File: src/rtl/video_timing_if.sv
// Pixel-request and video-output bundle between video_timing_gen and its pattern source / encoder.
// VIDEO_TIMING_FRAME_CNT_EN adds frame_cnt/frame_start.
interface video_timing_if #(
    parameter int X_BITS = 12,
    parameter int Y_BITS = 12
);
    logic [X_BITS-1:0] pix_x;
    logic [Y_BITS-1:0] pix_y;
    logic              pix_req;
    logic [23:0]       pix_data;
    logic              hs_out;
    logic              vs_out;
    logic              de_out;
    logic [23:0]       rgb_out;
`ifdef VIDEO_TIMING_FRAME_CNT_EN
    logic [15:0]       frame_cnt;
    logic              frame_start;

    modport master (output pix_x, pix_y, pix_req, hs_out, vs_out, de_out, rgb_out,
                     frame_cnt, frame_start, input pix_data);
    modport slave  (input pix_x, pix_y, pix_req, hs_out, vs_out, de_out, rgb_out,
                    frame_cnt, frame_start, output pix_data);
`else
    modport master (output pix_x, pix_y, pix_req, hs_out, vs_out, de_out, rgb_out,
                    input pix_data);
    modport slave  (input pix_x, pix_y, pix_req, hs_out, vs_out, de_out, rgb_out,
                    output pix_data);
`endif
endinterface

File: src/rtl/video_timing_gen.sv
// Raster timing generator: pixel requests to a pattern source, syncs/DE aligned with returned RGB.
// Optional macro VIDEO_TIMING_FRAME_CNT_EN adds a frame counter and first-pixel frame_start pulse.
module video_timing_gen #(
    parameter int   X_BITS  = 12,
    parameter int   Y_BITS  = 12,
    parameter int   H_SYNC  = 44,
    parameter int   H_BACK  = 148,
    parameter int   H_DISP  = 1920,
    parameter int   H_FRONT = 88,
    parameter int   V_SYNC  = 5,
    parameter int   V_BACK  = 36,
    parameter int   V_DISP  = 1080,
    parameter int   V_FRONT = 4,
    parameter logic HS_POL  = 1'b1,
    parameter logic VS_POL  = 1'b1
) (
    input  logic           i_pix_clk,
    input  logic           i_rst_n,
    video_timing_if.master vid
);
    localparam int H_TOTAL = H_SYNC + H_BACK + H_DISP + H_FRONT;
    localparam int V_TOTAL = V_SYNC + V_BACK + V_DISP + V_FRONT;
    localparam int STAGES  = 2;

    localparam logic [X_BITS-1:0] H_LAST  = X_BITS'(H_TOTAL - 1);
    localparam logic [X_BITS-1:0] H_SYN_E = X_BITS'(H_SYNC);
    localparam logic [X_BITS-1:0] H_ACT_S = X_BITS'(H_SYNC + H_BACK);
    localparam logic [X_BITS-1:0] H_ACT_E = X_BITS'(H_SYNC + H_BACK + H_DISP);
    localparam logic [Y_BITS-1:0] V_LAST  = Y_BITS'(V_TOTAL - 1);
    localparam logic [Y_BITS-1:0] V_SYN_E = Y_BITS'(V_SYNC);
    localparam logic [Y_BITS-1:0] V_ACT_S = Y_BITS'(V_SYNC + V_BACK);
    localparam logic [Y_BITS-1:0] V_ACT_E = Y_BITS'(V_SYNC + V_BACK + V_DISP);

    logic [X_BITS-1:0] r_h_cnt;
    logic [Y_BITS-1:0] r_v_cnt;
    logic [X_BITS-1:0] r_pix_x;
    logic [Y_BITS-1:0] r_pix_y;
    logic [STAGES:0]   r_vld_pipe;
    logic [STAGES:0]   r_hs_pipe;
    logic [STAGES:0]   r_vs_pipe;
    logic [23:0]       r_rgb;
    logic              w_h_wrap, w_v_wrap, w_active, w_hs, w_vs;

    assign w_h_wrap = (r_h_cnt == H_LAST);
    assign w_v_wrap = (r_v_cnt == V_LAST);
    assign w_active = (r_h_cnt >= H_ACT_S) && (r_h_cnt < H_ACT_E) &&
                      (r_v_cnt >= V_ACT_S) && (r_v_cnt < V_ACT_E);
    assign w_hs     = (r_h_cnt < H_SYN_E);
    // vsync follows v_cnt only, so its edges land on h_cnt = 0 by construction
    assign w_vs     = (r_v_cnt < V_SYN_E);

    always_ff @(posedge i_pix_clk) begin
        if (!i_rst_n) begin
            r_h_cnt <= '0;
            r_v_cnt <= '0;
        end else begin
            r_h_cnt <= w_h_wrap ? '0 : r_h_cnt + X_BITS'(1);
            if (w_h_wrap)
                r_v_cnt <= w_v_wrap ? '0 : r_v_cnt + Y_BITS'(1);
        end
    end

    // stage 0 is the request register; stage 1 carries pix_data arrival; stage 2 drives the outputs
    always_ff @(posedge i_pix_clk) begin
        if (!i_rst_n) begin
            r_pix_x    <= '0;
            r_pix_y    <= '0;
            r_vld_pipe <= '0;
            r_hs_pipe  <= '0;
            r_vs_pipe  <= '0;
            r_rgb      <= '0;
        end else begin
            r_pix_x    <= w_active ? r_h_cnt - H_ACT_S : '0;
            r_pix_y    <= w_active ? r_v_cnt - V_ACT_S : '0;
            r_vld_pipe <= {r_vld_pipe[STAGES-1:0], w_active};
            r_hs_pipe  <= {r_hs_pipe[STAGES-1:0], w_hs};
            r_vs_pipe  <= {r_vs_pipe[STAGES-1:0], w_vs};
            r_rgb      <= r_vld_pipe[STAGES-1] ? vid.pix_data : 24'd0;
        end
    end

    assign vid.pix_x   = r_pix_x;
    assign vid.pix_y   = r_pix_y;
    assign vid.pix_req = r_vld_pipe[0];
    assign vid.de_out  = r_vld_pipe[STAGES];
    assign vid.rgb_out = r_rgb;
    assign vid.hs_out  = r_hs_pipe[STAGES] ? HS_POL : ~HS_POL;
    assign vid.vs_out  = r_vs_pipe[STAGES] ? VS_POL : ~VS_POL;

`ifdef VIDEO_TIMING_FRAME_CNT_EN
    logic [15:0]     r_frame_cnt;
    logic [STAGES:0] r_fs_pipe;
    logic            w_first;

    assign w_first = (r_h_cnt == H_ACT_S) && (r_v_cnt == V_ACT_S);

    always_ff @(posedge i_pix_clk) begin
        if (!i_rst_n) begin
            r_frame_cnt <= '0;
            r_fs_pipe   <= '0;
        end else begin
            if (w_h_wrap && w_v_wrap)
                r_frame_cnt <= r_frame_cnt + 16'd1;
            r_fs_pipe <= {r_fs_pipe[STAGES-1:0], w_first};
        end
    end

    assign vid.frame_cnt   = r_frame_cnt;
    assign vid.frame_start = r_fs_pipe[STAGES];
`endif
endmodule
File: src/flat_wrapper.sv
// flat-port wrapper written by rule: the top's interface ports become plain ports
module video_timing_gen_flat 
#(
    parameter int   X_BITS  = 12,
    parameter int   Y_BITS  = 12,
    parameter int   H_SYNC  = 44,
    parameter int   H_BACK  = 148,
    parameter int   H_DISP  = 1920,
    parameter int   H_FRONT = 88,
    parameter int   V_SYNC  = 5,
    parameter int   V_BACK  = 36,
    parameter int   V_DISP  = 1080,
    parameter int   V_FRONT = 4,
    parameter logic HS_POL  = 1'b1,
    parameter logic VS_POL  = 1'b1
)
  (i_pix_clk, i_rst_n, vid_pix_x, vid_pix_y, vid_pix_req, vid_hs_out, vid_vs_out, vid_de_out, vid_rgb_out, vid_pix_data);
  video_timing_if #(.X_BITS(X_BITS), .Y_BITS(Y_BITS)) vid_i ();
  input  logic i_pix_clk;
  input  logic i_rst_n;
  output wire logic [$bits(vid_i.pix_x)-1:0] vid_pix_x;
  output wire logic [$bits(vid_i.pix_y)-1:0] vid_pix_y;
  output wire logic [$bits(vid_i.pix_req)-1:0] vid_pix_req;
  output wire logic [$bits(vid_i.hs_out)-1:0] vid_hs_out;
  output wire logic [$bits(vid_i.vs_out)-1:0] vid_vs_out;
  output wire logic [$bits(vid_i.de_out)-1:0] vid_de_out;
  output wire logic [$bits(vid_i.rgb_out)-1:0] vid_rgb_out;
  input wire logic [$bits(vid_i.pix_data)-1:0] vid_pix_data;
  assign vid_pix_x = vid_i.pix_x;
  assign vid_pix_y = vid_i.pix_y;
  assign vid_pix_req = vid_i.pix_req;
  assign vid_hs_out = vid_i.hs_out;
  assign vid_vs_out = vid_i.vs_out;
  assign vid_de_out = vid_i.de_out;
  assign vid_rgb_out = vid_i.rgb_out;
  assign vid_i.pix_data = vid_pix_data;
  video_timing_gen #(.X_BITS(X_BITS), .Y_BITS(Y_BITS), .H_SYNC(H_SYNC), .H_BACK(H_BACK), .H_DISP(H_DISP), .H_FRONT(H_FRONT), .V_SYNC(V_SYNC), .V_BACK(V_BACK), .V_DISP(V_DISP), .V_FRONT(V_FRONT), .HS_POL(HS_POL), .VS_POL(VS_POL)) u_core (.i_pix_clk(i_pix_clk), .i_rst_n(i_rst_n), .vid(vid_i));
endmodule
File: config.mk
export PLATFORM = sky130hd
export DESIGN_NAME = video_timing_gen_flat
export DESIGN_NICKNAME = d
export VERILOG_FILES = /design/src/rtl/video_timing_if.sv /design/src/rtl/video_timing_gen.sv /design/src/flat_wrapper.sv
export SDC_FILE = /design/constraint.sdc
export NUM_CORES = 1
export LEC_CHECK = 0
export CAP_MARGIN = 20
export CORE_MARGIN = 2
export CORE_UTILIZATION = 52
export CTS_BUF_LIST = sky130_fd_sc_hd__clkbuf_4
export CTS_CLUSTER_SIZE = 30
export DETAILED_ROUTE_END_ITERATION = 12
export GPL_TIMING_DRIVEN = 1
export HOLD_SLACK_MARGIN = 0.02
export PLACE_DENSITY_LB_ADDON = 0.25
export RECOVER_POWER = 50
export SLEW_MARGIN = 20
export SYNTH_ARGS = -nofsm -noshare
export SYNTH_HDL_FRONTEND = slang
export SYNTH_SLANG_ARGS = --single-unit
File: constraint.sdc
create_clock -name i_pix_clk -period 2.2 [get_ports i_pix_clk]
set_input_delay 0.55 -clock i_pix_clk [delete_from_list [all_inputs] [get_ports i_pix_clk]]
set_output_delay 0.55 -clock i_pix_clk [all_outputs]
set_load 0.03 [all_outputs]
# Word-level counts from Yosys, hierarchy flattened
# Index checks and enable logic that the tools add are counted.
[op_classes]
n_addsub = 4
mux = 3
bitwise_logic = 1
order_cmp = 6
eq_ne = 2
n_reduce_logical = 6
[ops]
columns = ["operator", "n"]
rows = [
  ["adder 12 x 1 -> 12 bit, second input constant", 2],
  ["== test 12 x 11 -> 1 bit, second input constant", 1],
  ["== test 12 bit, second input constant", 1],
  [">= comparator 12 x 6 -> 1 bit, second input constant", 1],
  [">= comparator 12 x 8 -> 1 bit, second input constant", 1],
  ["less-than comparator 12 x 11 -> 1 bit, second input constant", 1],
  ["less-than comparator 12 bit, second input constant", 1],
  ["less-than comparator 12 x 3 -> 1 bit, second input constant", 1],
  ["less-than comparator 12 x 6 -> 1 bit, second input constant", 1],
  ["2-to-1 mux 12 bit", 1],
  ["subtractor 12 x 6 -> 12 bit, second input constant", 1],
  ["subtractor 12 x 8 -> 12 bit, second input constant", 1],
  ["AND reduction 2 bit", 2],
  ["logical AND 1 bit", 3],
  ["2-to-1 mux 1 bit", 2],
  ["OR reduction 2 bit", 1],
  ["NOT 1 bit", 1],
]
[totals]
word_cells = 30
inputBits = 26
out_inout_bits = 52
register_bits = 81

# Longest topological paths before layout
# Gate-level depths: netlist (run 1).
[depth]
depth_word = 5
ltp_mapped = 7
depth_no_buf = 6

# Worst setup path after synthesis (run 1)
# Ideal clock, no wire load.
[synth_timing]
path_kind = "reg-to-reg"
startpoint = "reg u_core.r_v_cnt[0]"
endpoint = "reg u_core.r_pix_x[9], in the netlist u_core.vid.pix_x[9]"
setup_ps = 116
arrival_ps = 1660
required_ps = 2084
path_slack_ps = 424
stages_incl_launch_ff = 8
period_less_slack_ps = 1776
n_path_buf = 1
cell_sequence = "dfxtp_1 -> inv_1 -> ha_1 -> and2b_1 -> o21ai_1 -> o41ai_4 -> buf_4 -> nor3_1"
[synth_via]
elab_chain_len = 4
elab_cells_between_ends = 5
classes_between = "order compare: 2; reduce/logical: 3"
[synth_lines]
columns = ["item", "line", "text"]
rows = [
  ["start: declaration", "video_timing_gen.sv:35", "logic [Y_BITS-1:0] r_v_cnt;"],
  ["start signal: assignment", "video_timing_gen.sv:59", "r_v_cnt <= w_v_wrap ? '0 : r_v_cnt + Y_BITS'(1);"],
  [">= comparator 12 x 6 -> 1 bit", "video_timing_gen.sv:47", "(r_v_cnt >= V_ACT_S) && (r_v_cnt < V_ACT_E);"],
  ["logical AND 1 bit", "video_timing_gen.sv:46", "assign w_active = (r_h_cnt >= H_ACT_S) && (r_h_cnt < H_ACT_E) &&"],
  ["logical AND 1 bit *", "video_timing_gen.sv:47", ""],
  ["AND reduction 2 bit (no source line) *", "--", ""],
  ["end signal: assignment", "video_timing_gen.sv:73", "r_pix_x <= w_active ? r_h_cnt - H_ACT_S : '0;"],
  ["end: declaration", "video_timing_gen.sv:36", "logic [X_BITS-1:0] r_pix_x;"],
]
# Every way passes the cells marked *; elsewhere a longest branch is shown, timed or not.
# A chain may end at the register's enable or synchronous reset.

# Worst setup path after layout (run 1)
[layout_timing]
startpoint = "reg u_core.r_pix_y[2], in the netlist u_core.vid.pix_y[2]"
endpoint = "out vid_pix_y[2]"
[layout_rtl]
columns = ["item", "line", "text"]
rows = [
  ["start: declaration", "video_timing_gen.sv:37", "logic [Y_BITS-1:0] r_pix_y;"],
  ["start signal: assignment", "video_timing_gen.sv:74", "r_pix_y <= w_active ? r_v_cnt - V_ACT_S : '0;"],
  ["end: declaration", "flat_wrapper.sv:22", "output wire logic [$bits(vid_i.pix_y)-1:0] vid_pix_y;"],
]
# No word-level cell between the ends.

==> results of run 1 <==
## logic make-up (layout without fill, tap and decap cells)
logic type      count (synthesis)  count (layout)  synth area share
flops                          81              81             0.471
buf+inv                        40             119            0.0640
fa+ha+maj                      10              10            0.0364
compound gates                 35              35            0.0949
xor+xnor                       22              22            0.0560
simple gates                  158             158             0.277
## cell type report
cell class / count / area (um^2) / share of cell area
clock buffer: 9 / 67.6 / 0.0155
clock inverter: 7 / 108 / 0.0246
inverter: 16 / 60.1 / 0.0137
multi-input combinational: 225 / 1580 / 0.361
sequential: 81 / 1620 / 0.371
tap: 77 / 96.3 / 0.0220
timing repair buffer: 87 / 838 / 0.192
## power by group
part	total [mW]	internal [mW]	switching (mW)	leakage (nW)
Sequential	1.48	1.48	0.00783	0.654
Combinational	0.0896	0.0525	0.0371	0.961
Clock	1.05	0.484	0.563	0.0910
Total	2.62	2.01	0.608	1.71
## synthesized netlist by cell type, drive strengths merged, types with 3 or more instances
| library cell | n | area (um^2) |
|---|---|---|
| ha | 10 | 125 |
| o211ai | 6 | 50.1 |
| xnor2 | 17 | 149 |
| a21oi | 6 | 30.0 |
| and3 | 28 | 178 |
| nor2 | 21 | 78.8 |
| nand2 | 23 | 93.8 |
| nor3 | 30 | 166 |
| nand4 | 4 | 40.0 |
| dfxtp | 81 | 1620 |
| nor4b | 3 | 41.3 |
| inv | 16 | 60.1 |
| o21ai | 5 | 28.8 |
| nand3 | 10 | 55.1 |
| xor2 | 5 | 43.8 |
| clkbuf | 8 | 32.5 |
| or2 | 3 | 18.8 |
| o41ai | 3 | 71.3 |
| and2 | 10 | 65.1 |
| buf | 16 | 128 |
| or3 | 8 | 56.3 |
| nor4 | 5 | 46.3 |
## metrics by stage
stage,cell area [um^2],util,setup WS (ps)
after floorplan,3440,-,424
after global placement,4220,0.661,107
after detailed placement,4220,0.661,15.8
after CTS,4400,0.689,154
after global routing,4370,0.685,97.7
final,4370,0.685,184
## worst max-delay path by stage
| stage | cells after the start | to | slack [ps] |
|---|---|---|---|
| floorplan | 7 | u_core.vid.pix_x[9] | 420 |
| global route | 1 | vid_pix_req | 100 |
| global placement | 5 | u_core.vid.pix_y[9] | 110 |
| finish | 1 | vid_pix_y[2] | 180 |
| CTS | 1 | vid_rgb_out[21] | 150 |
| detailed placement | 5 | u_core.vid.pix_x[4] | 20 |
## state kept, by name (all words and copies together) (netlist names)
signal,cells
u_core.vid.rgb_out,24
u_core.r_h_cnt,12
u_core.r_v_cnt,12
u_core.vid.pix_x,12
u_core.vid.pix_y,12
u_core.r_hs_pipe,3
u_core.r_vld_pipe,3
u_core.r_vs_pipe,3
## routing by layer
layer / global-route usage / wire (um) / vias up
li1: - / - / 1349
met3: 0.0516 / 476 / 12
met2: 0.327 / 3170 / 97
met5: 0 / 0 / -
met1: 0.272 / 3480 / 1201
met4: 0.0779 / 132 / 0
==> flow_metrics.tcl, run 1 <==
set metrics [dict create \
    status "finished clean" \
    clkSinkCount 81 \
    hold_slack_ps 435 \
    layout_common_cells "81 x dfxtp_1, 75 x clkdlybuf4s50_1, 29 x nor3_1" \
    hp-class "flip-flop to flip-flop" \
    vdd_drop_max_mv 0.384 \
    hold_viol 0 \
    final_cells 502 \
    grt_pass1_wl_um 12000 \
    ctsResizeCount 0 \
    fin_crit_sh 0.916 \
    antenna_cells 0 \
    fp-row-count 29 \
    port_buffers 77 \
    cts_setup_buffers 0 \
    synth-async-reset-ratio 0 \
    ys_seq_area_frac 0.471 \
    synth.distinct_cells 64 \
    yosys_warnings 0 \
    yosys_most_used_dff "dfxtp_1" \
    firstDrtPassIters 4 \
    path_clk_slew_ps 150 \
    cp_max_fo 1 \
    reg2reg_setup_slack_ps 240 \
    rr_startpoint "u_core.r_v_cnt[1]" \
    dp_cells 486 \
    first_iter_violations 110 \
    critPathRequiredTime_ps 1650 \
    tightestPinTransition_ps 596 \
    routed_wl_um 7270 \
    post-route-drc-count 0 \
    gp_congestion 0.861 \
    core-area_mm2 0.00639 \
    r2r-end "u_core.r_v_cnt[2]" \
    ys_ff_latch 81 \
    drt-vias-per-instance 5.30 \
    drv_cap 0 \
    design.die.area_mm2 0.00728 \
    min_from "u_core.r_vs_pipe[1]" \
    netlist_area_mm2 0.00344 \
    cts-root-buf "clkbuf_4" \
    final.setup_skew_ps 23.9 \
    die_w_um 85.3 \
    synth.net_count 382 \
    cts_max_level 3 \
    cp-startpoint "u_core.vid.pix_y[2]" \
    cts_max_path_buffers 2 \
    min_path_cells 1 \
    whs_endpoint "u_core.r_vs_pipe[2]" \
    syn_area_per_cell_um2 9.94 \
    finalMaxSlewViolations 0 \
    start_util 0.539 \
    dr_total_vias 2659 \
    pin_count 78 \
    die_h_um 85.3 \
    synth_edf_count 0 \
    slew_headroom 0.601 \
    drtAntennaViolNets 0 \
    min_period_ps 2020 \
    final_nets 456 \
    tns_ps 0 \
    fillers 498 \
    critPathCaptureType "output pin" \
    dp_hpwl_um 5240 \
    grt_max_degree 36 \
    powerDensity_mw_per_mm2 600 \
    wl_per_cell_um 14.5 \
    rr_worst_depth 6 \
    timing.critical_path.buf_inv 1 \
    critPathMaxStageDelay_ps 670 \
    path_class "flip-flop to output pin" \
    area_delta_synth_final_pct 27.1 \
    cts_hold_buf 0 \
    cts_made_buffers 9 \
    final_common_cell "dfxtp_1" \
    crit_path_top_delay_cell "clkdlybuf4s50_1" \
    leakagePower_nw 1.71 \
    crit_family "buffers and inverters" \
    cts_tree "yes" \
    crit_arrival_ps 1470 \
    path_cells "clkdlybuf4s50_1" \
    power.total_mw 2.62 \
    grt_pass1_vias 2507 \
    clkLatencyLatePin_ps 430 \
    rsz0062_at_grt "false" \
    fmax_ghz 0.496 \
    grt_antenna_before_repair 0 \
    overflow 0 \
    synthCells 346 \
    worstSetupStartpointType "flip-flop" \
    gr-usage-all-layers 0.206 \
    finalSetupViolations 0 \
    drive_gt1_frac 0.111 \
]
(Power assumes the default switching activity.)
==> run 2: changes to the inputs <==
--- a/config.mk
+++ b/config.mk
@@ -13,7 +13,7 @@
 export DETAILED_ROUTE_END_ITERATION = 12
 export GPL_TIMING_DRIVEN = 1
 export HOLD_SLACK_MARGIN = 0.02
-export PLACE_DENSITY_LB_ADDON = 0.25
+export PLACE_DENSITY = 0.86
 export RECOVER_POWER = 50
 export SLEW_MARGIN = 20
 export SYNTH_ARGS = -nofsm -noshare
==> flow_metrics.tcl, run 2 (synthesis gave the netlist of run 1 again) <==
set metrics [dict create \
    whs_endpoint "u_core.r_hs_pipe[1]" \
    rr_startpoint "u_core.r_v_cnt[6]" \
    final_nets 457 \
    firstDrtPassIters 4 \
    pin_count 78 \
    final.setup_skew_ps 12.2 \
    final_cells 503 \
    largest_reg_flops 24 \
    hold_viol 0 \
    drtAntennaViolNets 0 \
    stdcell_area_mm2 0.00440 \
    fillers 419 \
    postLayoutCoreUtil 0.689 \
    power.total_mw 2.75 \
    cts_made_buffers 9 \
    core-area_mm2 0.00639 \
    drt-vias-per-instance 5.46 \
    critPathCaptureType "output pin" \
    crit_cells 1 \
    rsz0062_at_grt "false" \
    fp-row-count 29 \
    die_h_um 85.3 \
    finalMaxSlewViolations 0 \
    cts_setup_buffers 0 \
    r2r-end "u_core.r_v_cnt[9]" \
    slew_headroom 0.591 \
    final_common_cell "dfxtp_1" \
    grt_max_degree 36 \
    cts_tree "yes" \
    crit_path_top_delay_cell "dlygate4sd3_1" \
    post-route-drc-count 0 \
    worstSetupStartpointType "flip-flop" \
    wl_per_cell_um 14.9 \
    crit_arrival_ps 1490 \
    clkLatencyLatePin_ps 430 \
    gp_congestion 0.905 \
    drive_gt1_frac 0.113 \
    area_delta_synth_final_pct 27.9 \
    finalSetupViolations 0 \
    vdd_drop_max_mv 0.461 \
    cts_max_path_buffers 2 \
    cts_max_level 3 \
    layout_common_cells "81 x dfxtp_1, 67 x clkdlybuf4s50_1, 28 x nor3_1" \
    tightestPinTransition_ps 612 \
    min_period_ps 2040 \
    cts_hold_buf 0 \
    reg2reg_setup_slack_ps 200 \
    overflow 0 \
    status "finished clean" \
    tns_ps 0 \
    clkSinkCount 81 \
    port_buffers 77 \
    path_cells "dlygate4sd3_1" \
    routed_wl_um 7470 \
    grt_antenna_before_repair 0 \
    grt_pass1_wl_um 12200 \
    fmax_ghz 0.491 \
    powerDensity_mw_per_mm2 625 \
    design.die.area_mm2 0.00728 \
    first_iter_violations 171 \
    crit_family "buffers and inverters" \
    path_clk_slew_ps 140 \
    ctsResizeCount 0 \
    fin_ws_ps 162 \
    dr_total_vias 2748 \
    fin_crit_sh 0.926 \
    dp_cells 487 \
    placement.cell_area_mm2 0.00423 \
    drv_cap 0 \
    critPathMaxStageDelay_ps 730 \
    dp_hpwl_um 5250 \
    critPathRequiredTime_ps 1650 \
    cp_max_fo 1 \
    gr-usage-all-layers 0.212 \
    pre_cts_ws_ps 185 \
    timing.critical_path.buf_inv 1 \
    hold_slack_ps 457 \
    start_util 0.539 \
    cts-root-buf "clkbuf_4" \
    antenna_cells 0 \
    hp-class "flip-flop to flip-flop" \
    min_from "u_core.r_hs_pipe[0]" \
    die_w_um 85.3 \
    min_path_cells 1 \
    grt_pass1_vias 2533 \
    leakagePower_nw 1.76 \
    rr_worst_depth 4 \
    path_class "flip-flop to output pin" \
]
run 2: changes by cell type in the layout (fill, tap and decap cells not counted), moves of 2 or more:
| cell | delta |
|---|---|
| buf_4 | +2 |
| and2_1 | -2 |
| dlygate4sd3_1 | +8 |
| clkdlybuf4s50_1 | -8 |
| and2_0 | +3 |
run 2: cell type report:
class,count,area (um^2),share of cell area
sequential,81,1620,0.368
tap,77,96.3,0.0219
multi-input combinational,225,1580,0.358
clock inverter,7,130,0.0296
timing repair buffer,88,850,0.193
clock buffer,9,67.6,0.0154
inverter,16,60.1,0.0136
run 2: how the worst max path moves through the flow:
stage / from / endpoint
global route: u_core.r_v_cnt[6] / u_core.r_v_cnt[9]
finish: u_core.vid.pix_x[2] / vid_pix_x[2]
global placement: i_rst_n / u_core.r_v_cnt[2]
detailed placement: i_rst_n / u_core.r_v_cnt[6]
CTS: u_core.vid.pix_y[0] / vid_pix_y[0]
floorplan: u_core.r_v_cnt[0] / u_core.vid.pix_x[9]
run 2: routing by layer:
metal | wire length [um] | global-route usage | vias up
met5 | 0 | 0 | -
met3 | 491 | 0.0360 | 10
met4 | 134 | 0.0880 | 0
li1 | - | - | 1351
met1 | 3340 | 0.275 | 1286
met2 | 3510 | 0.349 | 101
run 2: power by group:
part | total [mW] | internal, mW | leakage, nW | switching, mW
Clock | 1.17 | 0.599 | 0.105 | 0.573
Sequential | 1.48 | 1.48 | 0.654 | 0.00774
Combinational | 0.0918 | 0.0535 | 0.996 | 0.0383
Total | 2.75 | 2.13 | 1.76 | 0.619
